--- config.mk ---
export PLATFORM = sky130hd
export DESIGN_NAME = imm_gen_pipe_flat
export DESIGN_NICKNAME = d
export VERILOG_FILES = /design/src/rtl/imm_gen_pipe_if.sv /design/src/rtl/imm_gen_pipe.sv /design/src/flat_wrapper.sv
export SDC_FILE = /design/constraint.sdc
export NUM_CORES = 1
export LEC_CHECK = 0
export CAP_MARGIN = 20
export CORE_MARGIN = 2
export CORE_UTILIZATION = 30
export CTS_CLUSTER_DIAMETER = 100
export CTS_CLUSTER_SIZE = 14
export DETAILED_ROUTE_END_ITERATION = 10
export PLACE_DENSITY = 0.53
export SLEW_MARGIN = 20
export SYNTH_ARGS = -nofsm -noshare
export SYNTH_HDL_FRONTEND = slang
export SYNTH_SLANG_ARGS = --single-unit
--- constraint.sdc ---
create_clock -name clk -period 2.6 [get_ports clk]
set_input_delay 0.52 -clock clk [delete_from_list [all_inputs] [get_ports clk]]
set_output_delay 0.52 -clock clk [all_outputs]
set_load 0.02 [all_outputs]
--- src/rtl/imm_gen_pipe_if.sv ---
// rtl/imm_gen_pipe_if.sv - instruction-in / immediate-out handshake bundle for imm_gen_pipe
interface imm_gen_pipe_if #(
    parameter int XLEN = 32
);
    logic            in_valid;
    logic            in_ready;
    logic [31:0]     in_instr;
    logic [2:0]      in_imm_src;
    logic            out_valid;
    logic            out_ready;
    logic [XLEN-1:0] out_imm;
    logic            out_illegal;

    modport slave (
        input  in_valid, in_instr, in_imm_src, out_ready,
        output in_ready, out_valid, out_imm, out_illegal
    );

    modport master (
        output in_valid, in_instr, in_imm_src, out_ready,
        input  in_ready, out_valid, out_imm, out_illegal
    );
endinterface

--- src/rtl/imm_gen_pipe.sv ---
// rtl/imm_gen_pipe.sv - registered immediate extender with one-entry skid buffer
// Optional IMM_GEN_AUTO_FMT_EN: derive the format from the opcode instead of in_imm_src.
module imm_gen_pipe #(
    parameter int XLEN = 32
) (
    input  logic          clk,
    input  logic          rst,
    imm_gen_pipe_if.slave bus
);
    generate
        if (XLEN != 32 && XLEN != 64) begin : g_bad_xlen
            $fatal(1, "imm_gen_pipe: XLEN must be 32 or 64");
        end
    endgenerate

    localparam logic [2:0] FMT_I  = 3'd0;
    localparam logic [2:0] FMT_S  = 3'd1;
    localparam logic [2:0] FMT_B  = 3'd2;
    localparam logic [2:0] FMT_U  = 3'd3;
    localparam logic [2:0] FMT_J  = 3'd4;
    localparam logic [2:0] FMT_Z  = 3'd5;
    localparam logic [2:0] FMT_SH = 3'd6;

    typedef enum logic [1:0] {S_EMPTY, S_ONE, S_TWO} state_t;

    logic [31:0]     ins;
    logic [2:0]      fmt;
    logic [XLEN-1:0] dec_imm;
    logic            dec_ill;

    assign ins = bus.in_instr;

`ifdef IMM_GEN_AUTO_FMT_EN
    logic unused_imm_src;
    assign unused_imm_src = ^bus.in_imm_src;

    always_comb begin
        fmt = 3'd7;
        case (ins[6:0])
            7'b0010011: fmt = (ins[14:12] == 3'b001 || ins[14:12] == 3'b101) ? FMT_SH : FMT_I;
            7'b0000011,
            7'b1100111: fmt = FMT_I;
            7'b0100011: fmt = FMT_S;
            7'b1100011: fmt = FMT_B;
            7'b0110111,
            7'b0010111: fmt = FMT_U;
            7'b1101111: fmt = FMT_J;
            7'b1110011: fmt = ins[14] ? FMT_Z : FMT_I;
            default:    fmt = 3'd7;
        endcase
    end
`else
    assign fmt = bus.in_imm_src;
`endif

    always_comb begin
        dec_imm = '0;
        dec_ill = 1'b0;
        case (fmt)
            FMT_I:  dec_imm = {{(XLEN-12){ins[31]}}, ins[31:20]};
            FMT_S:  dec_imm = {{(XLEN-12){ins[31]}}, ins[31:25], ins[11:7]};
            FMT_B:  dec_imm = {{(XLEN-12){ins[31]}}, ins[7], ins[30:25], ins[11:8], 1'b0};
            FMT_U:  dec_imm = {{(XLEN-31){ins[31]}}, ins[30:12], 12'b0};
            FMT_J:  dec_imm = {{(XLEN-20){ins[31]}}, ins[19:12], ins[20], ins[30:21], 1'b0};
            FMT_Z:  dec_imm = {{(XLEN-5){1'b0}}, ins[19:15]};
            FMT_SH: dec_imm = (XLEN == 64) ? {{(XLEN-6){1'b0}}, ins[25:20]}
                                           : {{(XLEN-5){1'b0}}, ins[24:20]};
            default: dec_ill = 1'b1;
        endcase
    end

    state_t          state_q, state_d;
    logic [XLEN-1:0] out_imm_q, out_imm_d, skid_imm_q, skid_imm_d;
    logic            out_ill_q, out_ill_d, skid_ill_q, skid_ill_d;
    logic            accept, drain;

    // Occupancy is the state: in_ready and out_valid are decoded straight from state_q.
    assign accept = bus.in_valid && (state_q != S_TWO);
    assign drain  = (state_q != S_EMPTY) && bus.out_ready;

    always_comb begin
        state_d    = state_q;
        out_imm_d  = out_imm_q;
        out_ill_d  = out_ill_q;
        skid_imm_d = skid_imm_q;
        skid_ill_d = skid_ill_q;
        case (state_q)
            S_EMPTY: begin
                if (accept) begin
                    out_imm_d = dec_imm;
                    out_ill_d = dec_ill;
                    state_d   = S_ONE;
                end
            end
            S_ONE: begin
                if (accept && drain) begin
                    out_imm_d = dec_imm;
                    out_ill_d = dec_ill;
                end else if (accept) begin
                    skid_imm_d = dec_imm;
                    skid_ill_d = dec_ill;
                    state_d    = S_TWO;
                end else if (drain) begin
                    state_d = S_EMPTY;
                end
            end
            S_TWO: begin
                if (drain) begin
                    out_imm_d = skid_imm_q;
                    out_ill_d = skid_ill_q;
                    state_d   = S_ONE;
                end
            end
            default: state_d = S_EMPTY;
        endcase
    end

    always_ff @(posedge clk or posedge rst) begin
        if (rst) begin
            state_q    <= S_EMPTY;
            out_imm_q  <= '0;
            out_ill_q  <= 1'b0;
            skid_imm_q <= '0;
            skid_ill_q <= 1'b0;
        end else begin
            state_q    <= state_d;
            out_imm_q  <= out_imm_d;
            out_ill_q  <= out_ill_d;
            skid_imm_q <= skid_imm_d;
            skid_ill_q <= skid_ill_d;
        end
    end

    assign bus.in_ready    = (state_q != S_TWO);
    assign bus.out_valid   = (state_q != S_EMPTY);
    assign bus.out_imm     = out_imm_q;
    assign bus.out_illegal = out_ill_q;
endmodule

--- src/flat_wrapper.sv ---
// flat-port wrapper written by rule: the top's interface ports become plain ports
module imm_gen_pipe_flat 
#(
    parameter int XLEN = 32
)
  (clk, rst, bus_in_valid, bus_in_instr, bus_in_imm_src, bus_out_ready, bus_in_ready, bus_out_valid, bus_out_imm, bus_out_illegal);
  imm_gen_pipe_if #(.XLEN(XLEN)) bus_i ();
  input  logic clk;
  input  logic rst;
  input wire logic [$bits(bus_i.in_valid)-1:0] bus_in_valid;
  input wire logic [$bits(bus_i.in_instr)-1:0] bus_in_instr;
  input wire logic [$bits(bus_i.in_imm_src)-1:0] bus_in_imm_src;
  input wire logic [$bits(bus_i.out_ready)-1:0] bus_out_ready;
  output wire logic [$bits(bus_i.in_ready)-1:0] bus_in_ready;
  output wire logic [$bits(bus_i.out_valid)-1:0] bus_out_valid;
  output wire logic [$bits(bus_i.out_imm)-1:0] bus_out_imm;
  output wire logic [$bits(bus_i.out_illegal)-1:0] bus_out_illegal;
  assign bus_i.in_valid = bus_in_valid;
  assign bus_i.in_instr = bus_in_instr;
  assign bus_i.in_imm_src = bus_in_imm_src;
  assign bus_i.out_ready = bus_out_ready;
  assign bus_in_ready = bus_i.in_ready;
  assign bus_out_valid = bus_i.out_valid;
  assign bus_out_imm = bus_i.out_imm;
  assign bus_out_illegal = bus_i.out_illegal;
  imm_gen_pipe #(.XLEN(XLEN)) u_core (.clk(clk), .rst(rst), .bus(bus_i));
endmodule
==> results.cfg <==
[finish]
fin_cells = 601
register_area_um2 = 1700
syn_to_final_growth_pct = 31.4
nets = 488
num-fill-cells = 1204
drive_gt1_share_pct = 11.0
n_antenna_cell = 0
multi_input_area_um2 = 1740

[worst_setup_path]
worst_ep_required_time_ns = 2.08
reg2reg_from = u_core.state_q[1]
slowest_delay_ns = 0.53
cpLargestDelayFamily = buffers and inverters
startpoint = u_core.state_q[0]
crit_cells = 2
endpoint_kind = output port
crit_fanout = 8
rr_worst_depth = 5
reg2reg_slack_ns = 0.98
path_cells = or2_2 -> clkdlybuf4s50_1
arrival_ns = 1.69
critPathLaunchType = register
critical_path_buf_inv_count = 1
cp-endpoint = bus_out_valid
crit_type = register to output port
r2r-end = u_core.bus.out_imm[1]
crit_path_top_delay_cell = clkdlybuf4s50_1

[yosys]
netlist_instances = 393
synth.net_count = 432
synth_warnings = 0
netlist_area_um2 = 3670
ys_types = 43
yosysSeqAreaShare_pct = 46.4
synthTopCellsByArea = dfrtp_1 (46%), nand2_1 (6.5%), a211oi_1 (4.7%)
synth_top_area_cell = dfrtp_1
avgSynthCellArea_um2 = 9.34
async_flop_share_pct = 100
synth_most_common_cell = dfrtp_1
synth_flop_cell = dfrtp_1
ys_seq_elements = 68
yosysTopAreaCellShare_pct = 46.4
synth_edf_count = 0
yosys-top-cells-count = dfrtp_1 (68), nand2_1 (64), nor2_1 (34), a21oi_1 (28), o21ai_0 (26)

[timing]
hold_viol_final = 0
slew_violations = 0
rsz0062_at_grt = false
clock_skew_ns = 0.0102
max_slew_margin_pct = 64.9
finalCriticalPeriod_ns = 2.21
totalNegativeSetupSlack_ns = 0
max_freq_mhz = 452
period_share_pct = 85.1
setup_ws_ns = 0.388
finalSetupViolCount = 0
tightest_slew_ns = 0.524

[drt]
wl_per_cell_um = 15.3
first_iter_violations = 151
avgViaCountPerCell = 5.00
routed_wl_um = 9170
vias = 3005
drt_pre_antenna_iters = 4
ant_nets = 0
drc = 0

[die]
io_pins = 74
die_w_um = 115
initial_core_util_pct = 30.7
die_h_um = 115
core_area_um2 = 12000
die_area_um2 = 13100
rows = 40

[status]
status = finished, final reports clean

[pwr]
clockPowerShare_pct = 33.6
intPower_mw = 2.81
p_sw_mw = 1.24
p_per_area_nw_per_um2 = 840
netSwitchingFraction_pct = 30.7
p_comb_share_pct = 29.1
leakagePower_nw = 2.11
power_frac_seq_pct = 37.3
ir_drop_mv = 0.340

[place]
post-place-ws_ns = 0.156
dp_cells = 585
portBuffers = 66
dpl.hpwl_um = 5920
gp_congestion = 0.763

[grt]
grt_util_met3_pct = 3.86
overflow = 0
grt_pass1_vias = 3032
antenna_found_initial = 0
grt_use_met2_pct = 22.8
busiest_layer = met2
grt_util_all_layers_pct = 15.0
grt_pass1_wl_um = 15500
grt_start_max_net_pins = 69
use_met1_pct = 21.0

[clocking]
clock-sinks = 68
h-tree-depth = 3
cts_hold_buffers = 0
cts_root_buf = clkbuf_16
cts_inserted_buffers = 9
cts_tree = yes
postCtsSetupBuffers = 0
path_clk_slew_ns = 0.06
worstSkewPairLatency_ns = 0.33
cts_resized = 0
cts.path.max_buffers = 2

[min_path]
holdPathStages = 2
min_from = u_core.skid_imm_q[1]
hold_path.class = register to register

[job]
cap_violations = 0
-- how the worst min path moves through the flow --
stage	to
after floorplan	u_core.skid_imm_q[1]
after global placement	u_core.skid_imm_q[1]
after detailed placement	u_core.skid_imm_q[3]
after CTS	u_core.skid_imm_q[3]
after global routing	u_core.skid_imm_q[5]
final	u_core.skid_imm_q[1]
-- area by class of cell --
class | instances | share of cell area (%)
sequential | 68 | 35.3
multi-input combinational | 284 | 36.1
clock inverter | 5 | 1.74
tap | 147 | 3.81
timing repair buffer | 82 | 17.5
inverter | 4 | 0.311
clock buffer | 11 | 5.24
-- cells in the final DEF, fill, tap and decap left out, types with 8 or more instances in the layout --
master / count
mux2i_1: 9
a21o_1: 9
o21ai_1: 8
nand3b_1: 11
o31ai_2: 9
o21ai_0: 26
a211oi_1: 23
buf_4: 11
clkbuf_16: 9
nor3b_1: 8
nand2_1: 64
nor4_1: 8
dfrtp_1: 68
clkdlybuf4s50_1: 66
a21oi_1: 28
and4b_1: 8
nor4bb_1: 8
nor2_1: 34
-- worst reg2reg max path: cells and delay by family (launching register included) --
kind	cells	cell delay, ns
mux	2	0.55
compound gates	2	0.29
buf+inv	1	0.24
flops	1	0.41
-- sequential cells by signal (all words and copies together) (netlist names) --
| signal | count |
|---|---|
| u_core.bus.out_imm | 32 |
| u_core.skid_imm_q | 32 |
| u_core.skid_ill_q | 1 |
| u_core.bus.out_illegal | 1 |
| u_core.state_q | 2 |
-- power groups by stage --
stage                     Combinational, mW  Clock [mW]  Sequential [mW]
after detailed placement               1.19           0             1.54
after floorplan                       0.547           0             1.67
after global placement                 1.17           0             1.52
final                                  1.18        1.36             1.51
after global routing                   1.30        1.44             1.55
after CTS                              1.20        1.39             1.52
-- kinds of logic after synthesis --
family | after synthesis | share of synthesized area, %
AOI/OAI and AO/OA | 113 | 20.7
xor gates and xnor gates | 1 | 0.239
adders and majority gates | 1 | 0.307
buffers and inverters | 41 | 6.17
DFF | 68 | 46.4
muxes | 10 | 2.83
and+or+nand+nor | 159 | 23.4
-- per-layer routing --
layer / share of wire, % / up-vias / wire, um
li1: - / 1501 / -
met1: 49 / 1430 / 4470
met2: 46 / 70 / 4250
met3: 4.2 / 4 / 385
met4: 0.74 / 0 / 68
met5: 0 / - / 0
-- metrics by stage --
step	cell area, um^2	utilization, %	total power [mW]	hold slack [ns]
floorplan	3670	-	2.22	0.441
global placement	4490	37.5	2.70	0.454
detailed placement	4490	37.5	2.73	0.463
CTS	4820	40.3	4.11	0.475
global route	4820	40.3	4.29	0.496
finish	4820	40.3	4.05	0.472
(Power assumes the default switching activity.)
